--- src/rtl/serial_word_gather_pkg.sv ---
`default_nettype none
// ============================================================================
//  Module      : serial_word_gather_pkg
//  Description : Shared constants, index type and serial-bit placement helper
//                for the serial word gatherer.
//                Optional feature macro: SERIAL_WORD_GATHER_MSB_FIRST_EN
//                (defined: the first serial bit lands in the word MSB).
//  Revision    : 1.0 - initial release
// ============================================================================
package serial_word_gather_pkg;

    localparam int DEFAULT_WIDTH = 128;

`ifdef SERIAL_WORD_GATHER_MSB_FIRST_EN
    localparam bit c_msb_first = 1'b1;
`else
    localparam bit c_msb_first = 1'b0;
`endif

    // Bit index type for the default word width
    typedef logic [$clog2(DEFAULT_WIDTH)-1:0] idx_t;

    // Word position that serial bit number i is written to
    function automatic int unsigned pos(input int unsigned width, input int unsigned i);
        return c_msb_first ? (width - 1 - i) : i;
    endfunction

endpackage
`default_nettype wire

--- src/rtl/serial_word_gather_outreg.sv ---
`default_nettype none
// ============================================================================
//  Module      : serial_word_gather_outreg
//  Description : WIDTH-bit valid/ready output holding register. A load in the
//                same cycle as a consumer accept replaces the word and keeps
//                valid asserted, so word boundaries need no bubble.
//  Revision    : 1.0 - initial release
// ============================================================================
module serial_word_gather_outreg
    import serial_word_gather_pkg::*;
#(
    parameter int WIDTH = DEFAULT_WIDTH
) (
    input  logic             clk,
    input  logic             rst_n,
    input  logic             load,
    input  logic [WIDTH-1:0] load_data,
    input  logic             word_ready,
    output logic [WIDTH-1:0] word_out,
    output logic             word_valid
);

    logic [WIDTH-1:0] word_q, word_d;
    logic             vld_q, vld_d;

    // Next-state: load has priority over a drain so a fresh word never bubbles
    always_comb begin
        word_d = word_q;
        vld_d  = vld_q;
        if (load) begin
            word_d = load_data;
            vld_d  = 1'b1;
        end else if (vld_q && word_ready) begin
            vld_d  = 1'b0;
        end
    end

    // Holding register with asynchronous reset
    always_ff @(posedge clk or negedge rst_n) begin
        if (!rst_n) begin
            word_q <= '0;
            vld_q  <= 1'b0;
        end else begin
            word_q <= word_d;
            vld_q  <= vld_d;
        end
    end

    assign word_out   = word_q;
    assign word_valid = vld_q;

endmodule
`default_nettype wire

--- src/rtl/serial_word_gather.sv ---
`default_nettype none
// ============================================================================
//  Module      : serial_word_gather
//  Description : Serial-to-parallel gatherer. One bit per valid/ready
//                handshake is written into an assembly buffer; every WIDTH
//                bits the completed word is moved to a valid/ready output
//                holding register while the next word keeps assembling.
//                Optional feature macro: SERIAL_WORD_GATHER_MSB_FIRST_EN
//                (defined: first serial bit lands in word_out[WIDTH-1]).
//  Revision    : 1.0 - initial release
// ============================================================================
module serial_word_gather
    import serial_word_gather_pkg::*;
#(
    parameter int WIDTH = DEFAULT_WIDTH
) (
    input  logic                     clk,
    input  logic                     rst_n,
    input  logic                     clear,
    input  logic                     bit_in,
    input  logic                     bit_valid,
    output logic                     bit_ready,
    output logic [WIDTH-1:0]         word_out,
    output logic                     word_valid,
    input  logic                     word_ready,
    output logic [$clog2(WIDTH)-1:0] fill_count
);

    localparam int IDX_W = $clog2(WIDTH);

    logic [WIDTH-1:0] asm_q, asm_d;
    logic [IDX_W-1:0] idx_q, idx_d;
    logic             w_accept;
    logic             w_last;
    logic             w_load;
    logic [IDX_W-1:0] w_pos;

    assign w_last    = (idx_q == IDX_W'(WIDTH - 1));
    // Only the final bit can stall, and only while the output is full and not draining
    assign bit_ready = !(w_last && word_valid && !word_ready);
    assign w_accept  = bit_valid && bit_ready;
    assign w_pos     = IDX_W'(pos(WIDTH, 32'(idx_q)));
    assign fill_count = idx_q;

    // Next-state: place the accepted bit, advance the index, hand off full words
    always_comb begin
        asm_d  = asm_q;
        idx_d  = idx_q;
        w_load = 1'b0;
        if (clear) begin
            // Clear drops any bit accepted this cycle; the pending output word is untouched
            idx_d = '0;
        end else if (w_accept) begin
            asm_d[w_pos] = bit_in;
            if (w_last) begin
                idx_d  = '0;
                w_load = 1'b1;
            end else begin
                idx_d  = idx_q + IDX_W'(1);
            end
        end
    end

    // Assembly buffer and index; stale buffer bits are simply overwritten by the next word
    always_ff @(posedge clk or negedge rst_n) begin
        if (!rst_n) begin
            asm_q <= '0;
            idx_q <= '0;
        end else begin
            asm_q <= asm_d;
            idx_q <= idx_d;
        end
    end

    serial_word_gather_outreg #(
        .WIDTH (WIDTH)
    ) u_outreg (
        .clk        (clk),
        .rst_n      (rst_n),
        .load       (w_load),
        .load_data  (asm_d),
        .word_ready (word_ready),
        .word_out   (word_out),
        .word_valid (word_valid)
    );

endmodule
`default_nettype wire
--- config.mk ---
export PLATFORM = sky130hd
export DESIGN_NAME = serial_word_gather
export DESIGN_NICKNAME = d
export VERILOG_FILES = /design/src/rtl/serial_word_gather_pkg.sv /design/src/rtl/serial_word_gather_outreg.sv /design/src/rtl/serial_word_gather.sv
export SDC_FILE = /design/constraint.sdc
export NUM_CORES = 1
export LEC_CHECK = 0
export ABC_AREA = 1
export CORE_UTILIZATION = 30
export DETAILED_ROUTE_END_ITERATION = 16
export HOLD_SLACK_MARGIN = 0.12
export SLEW_MARGIN = 0
export SYNTH_ARGS = -nofsm -noshare
export SYNTH_HDL_FRONTEND = slang
export SYNTH_SLANG_ARGS = --single-unit
export TNS_END_PERCENT = 20
--- constraint.sdc ---
create_clock -name clk -period 2.1 [get_ports clk]
set_clock_uncertainty 0.2 [all_clocks]
set_input_delay 0.42 -clock clk [delete_from_list [all_inputs] [get_ports clk]]
set_output_delay 0.42 -clock clk [all_outputs]
set_load 0.01 [all_outputs]
==> impl_metrics.py <==
metrics = {
    "run_status": {
        "status": "finished, violations left",
        "violations": "negative setup slack",
    },
    "place": {
        "place_inst": 2264,
        "dp_worst_setup_slack_ns": -0.150,
        "place.port_buffers": 142,
        "dp.final_hpwl_mm": 23.7,
        "post_placement_cell_area_um2": 14800,
        "gp_routability_congestion": 0.845,
    },
    "clock_tree": {
        "clock_insertion_delay_at_the_later_pin_of_the_skew_report_ns": 0.57,
        "cts_htree_levels": 1,
        "cts.sink_count": 264,
        "clkSlewWorstSetupHoldPaths_ns": 0.06,
        "ctsLongestPathBuffers": 3,
        "tritoncts": "built",
        "cts-buffers-inserted": 31,
        "clock_tree.root_cell": "sky130_fd_sc_hd__clkbuf_16",
    },
    "yosys": {
        "yosys-top-cells-area": "sky130_fd_sc_hd__dfrtp_1 54%, sky130_fd_sc_hd__nand2_1 26%, sky130_fd_sc_hd__o21ai_0 4.8%, sky130_fd_sc_hd__inv_1 3.2%, sky130_fd_sc_hd__o21a_1 3.2%",
        "synth_flop_cell": "sky130_fd_sc_hd__dfrtp_1",
        "synth_top_cell_by_area": "sky130_fd_sc_hd__dfrtp_1",
        "synth.yosys.seq_area_share": 0.541,
        "ys_top_cells_by_count": "847 x sky130_fd_sc_hd__nand2_1, 264 x sky130_fd_sc_hd__dfrtp_1, 117 x sky130_fd_sc_hd__o21ai_0",
        "yosysTopAreaCellShare": 0.541,
        "synth_area_per_cell_um2": 7.65,
        "synth_fp_nets": 1605,
        "yosysWarnings": 0,
        "async_flop_share": 1.00,
        "post_synth_num_cell_types": 25,
        "synthesis.area_um2": 12200,
        "synth_cells": 1598,
        "yosys_register_bits": 264,
        "synth_enable_flop_cells": 0,
        "yosysMostFrequentCell": "sky130_fd_sc_hd__nand2_1",
    },
    "final_layout": {
        "layout.cells.non_filler": 2333,
        "num_antenna_cells": 0,
        "design_area_um2": 16000,
        "flow.area_growth_from_synthesis_pct": 31.2,
        "nNetsFinal": 1790,
        "layout-drive-gt1-share": 0.0973,
    },
    "route": {
        "detailedRoute.firstPassIterationCount": 5,
        "ant_nets": 0,
        "wire_per_inst_um": 15.8,
        "vias_per_cell": 4.62,
        "dr.first_iter.drc_count": 750,
        "drc": 0,
        "finalWirelength_mm": 37.0,
        "vias_post_dr": 10800,
    },
    "floorplan": {
        "width_of_the_die_um": 204,
        "floorplan.die.height_um": 204,
        "initial_core_util": 0.306,
        "core_region_area_um2": 39900,
        "core.rowCount": 73,
        "design.portCount": 143,
        "dieArea_um2": 41600,
    },
    "setup_path": {
        "criticalPathCategory": "reg -> out",
        "critical_path_sink_type": "primary output",
        "crit_fanout": 5,
        "startpoint_type_of_the_worst_setup_path": "register",
        "critical_path_arrival_ns": 1.51,
        "worstPathRequired_ns": 1.48,
    },
    "power": {
        "net-switching-power_w": 0.00312,
        "cellPowerDensity_nw_per_um2": 766,
        "static_power_due_to_leakage_nw": 9.01,
        "power.share.combinational": 0.091,
        "vdd.ir_drop.worst_uv": 563,
        "sequentialPowerShare": 0.449,
        "power_switching_share": 0.254,
        "internal_power_w": 0.00917,
        "clkPwrFrac": 0.460,
    },
    "global_routing": {
        "antenna_found_initial": 0,
        "first_global_vias": 10500,
        "grt_first_pass_wirelength_mm": 57.8,
        "groute.usage.overall": 0.176,
        "maximum_number_of_pins_on_one_net_before_global_route_repair": 60,
        "grt-ovfl-total": 0,
    },
    "timing": {
        "final.setup.worst_slack_ns": -0.0274,
        "min_period_over_period": 1.01,
        "maxSlewHeadroom": 0.698,
        "final_max_slew_viol_count": 0,
        "final_hold_viol_count": 0,
        "worst_tran_pin_value_ns": 0.449,
        "fmax_mhz": 470,
        "rsz0062_at_grt": "yes",
        "min_period_ns": 2.13,
        "setup-violations-final": 1,
    },
    "flow_run": {
        "drv_cap": 0,
    },
    "min_path": {
        "hold_path_class": "in -> async",
    },
}
routing by layer:
layer	vias to the layer above	GRT usage	wire, um
met2	270	0.287	16900
met4	0	0.0454	949
met1	5126	0.246	17200
li1	5318	-	-
met5	-	0	0
met3	63	0.0233	1880
logic make-up (layout without fill, tap and decap cells):
group	count (synthesis)	in the layout	synth area share
flip-flops	264	264	0.541
buffers and inverters	188	398	0.0663
AO/OA/AOI/OAI	225	225	0.103
AND/OR/NAND/NOR	918	918	0.288
XOR/XNOR	2	2	0.00143
adder cells (fa/ha/maj)	1	1	0.00102
state kept, by name, indices dropped and copies added, names as in the netlist:
| name | flops |
|---|---|
| asm_q | 128 |
| u_outreg.word_out | 128 |
| fill_count | 7 |
| u_outreg.word_valid | 1 |
worst paths after layout:
| path | from | endpoint | slack [ns] | cells after the start |
|---|---|---|---|---|
| min in group clk | u_outreg.word_out[12]$_DFFE_PN0P_ | u_outreg.word_out[12]$_DFFE_PN0P_ | 0.27 | 2 |
| min | rst_n | asm_q[10]$_DFF_PN0_ | 0.16 | 2 |
| max in group asynchronous | rst_n | u_outreg.word_out[25]$_DFFE_PN0P_ | 0.90 | 3 |
| max | fill_count[3]$_DFFE_PN0P_ | bit_ready | -0.03 | 4 |
| min reg2reg | u_outreg.word_out[12]$_DFFE_PN0P_ | u_outreg.word_out[12]$_DFFE_PN0P_ | 0.27 | 2 |
| max reg2reg | fill_count[1]$_DFFE_PN0P_ | u_outreg.word_out[103]$_DFFE_PN0P_ | 0.09 | 9 |
placed cells by master, fill, tap and decap left out, types with 7 or more instances in the layout:
cell type / instances
sky130_fd_sc_hd__o21ai_1: 46
sky130_fd_sc_hd__o21a_1: 52
sky130_fd_sc_hd__clkbuf_16: 36
sky130_fd_sc_hd__nand3_1: 13
sky130_fd_sc_hd__dlymetal6s2s_1: 24
sky130_fd_sc_hd__nor2_1: 43
sky130_fd_sc_hd__buf_4: 59
sky130_fd_sc_hd__o21ai_0: 106
sky130_fd_sc_hd__buf_12: 23
sky130_fd_sc_hd__clkdlybuf4s50_1: 7
sky130_fd_sc_hd__inv_1: 102
sky130_fd_sc_hd__dfrtp_1: 261
sky130_fd_sc_hd__a21oi_1: 16
sky130_fd_sc_hd__dlygate4sd2_1: 102
sky130_fd_sc_hd__nand2_1: 845
power by group through the flow:
stage,sequential [W],clock (W),combinational [W]
finish,0.00552,0.00565,0.00111
global route,0.00555,0.00598,0.00129
CTS,0.00552,0.00580,0.00111
detailed placement,0.00561,0,0.00110
global placement,0.00560,0,0.00107
floorplan,0.00558,0,0.000682
worst max-delay path, stage by stage, from the launching register on:
cell,delay (ns)
sky130_fd_sc_hd__dfrtp_2,0.43
sky130_fd_sc_hd__nand2_4,0.08
sky130_fd_sc_hd__nor2_4,0.17
sky130_fd_sc_hd__nand3_2,0.12
sky130_fd_sc_hd__buf_6,0.14
cell type report:
type	instances	area (um2)
Fill cell	4031	23900
Sequential cell	264	6610
Multi-Input combinational cell	1146	4870
Timing Repair Buffer	231	2390
Clock buffer	42	867
Tap cell	525	657
Inverter	109	429
Clock inverter	16	211
timing repair:
item                                    in CTS  in global routing
pin swaps                                    1                  6
setup buffers                                1                  4
gates resized for setup                    119                 66
gates cloned                                 0                  5
hold buffers                                 1                  0
endpoints found under the setup margin     111                196
endpoints found under the hold margin      264                  0
through the flow:
step	setup TNS, ns	total power [W]	utilization	hold WS [ns]
after floorplan	0	0.00626	-	-0.0756
after global placement	-14.77	0.00667	0.371	0.159
after detailed placement	-20.81	0.00671	0.371	0.160
after CTS	-0.186	0.0124	0.395	0.155
after global routing	-0.0811	0.0128	0.402	0.181
final	-0.0274	0.0123	0.402	0.156
No activity file was read; power rests on OpenSTA's default activity.
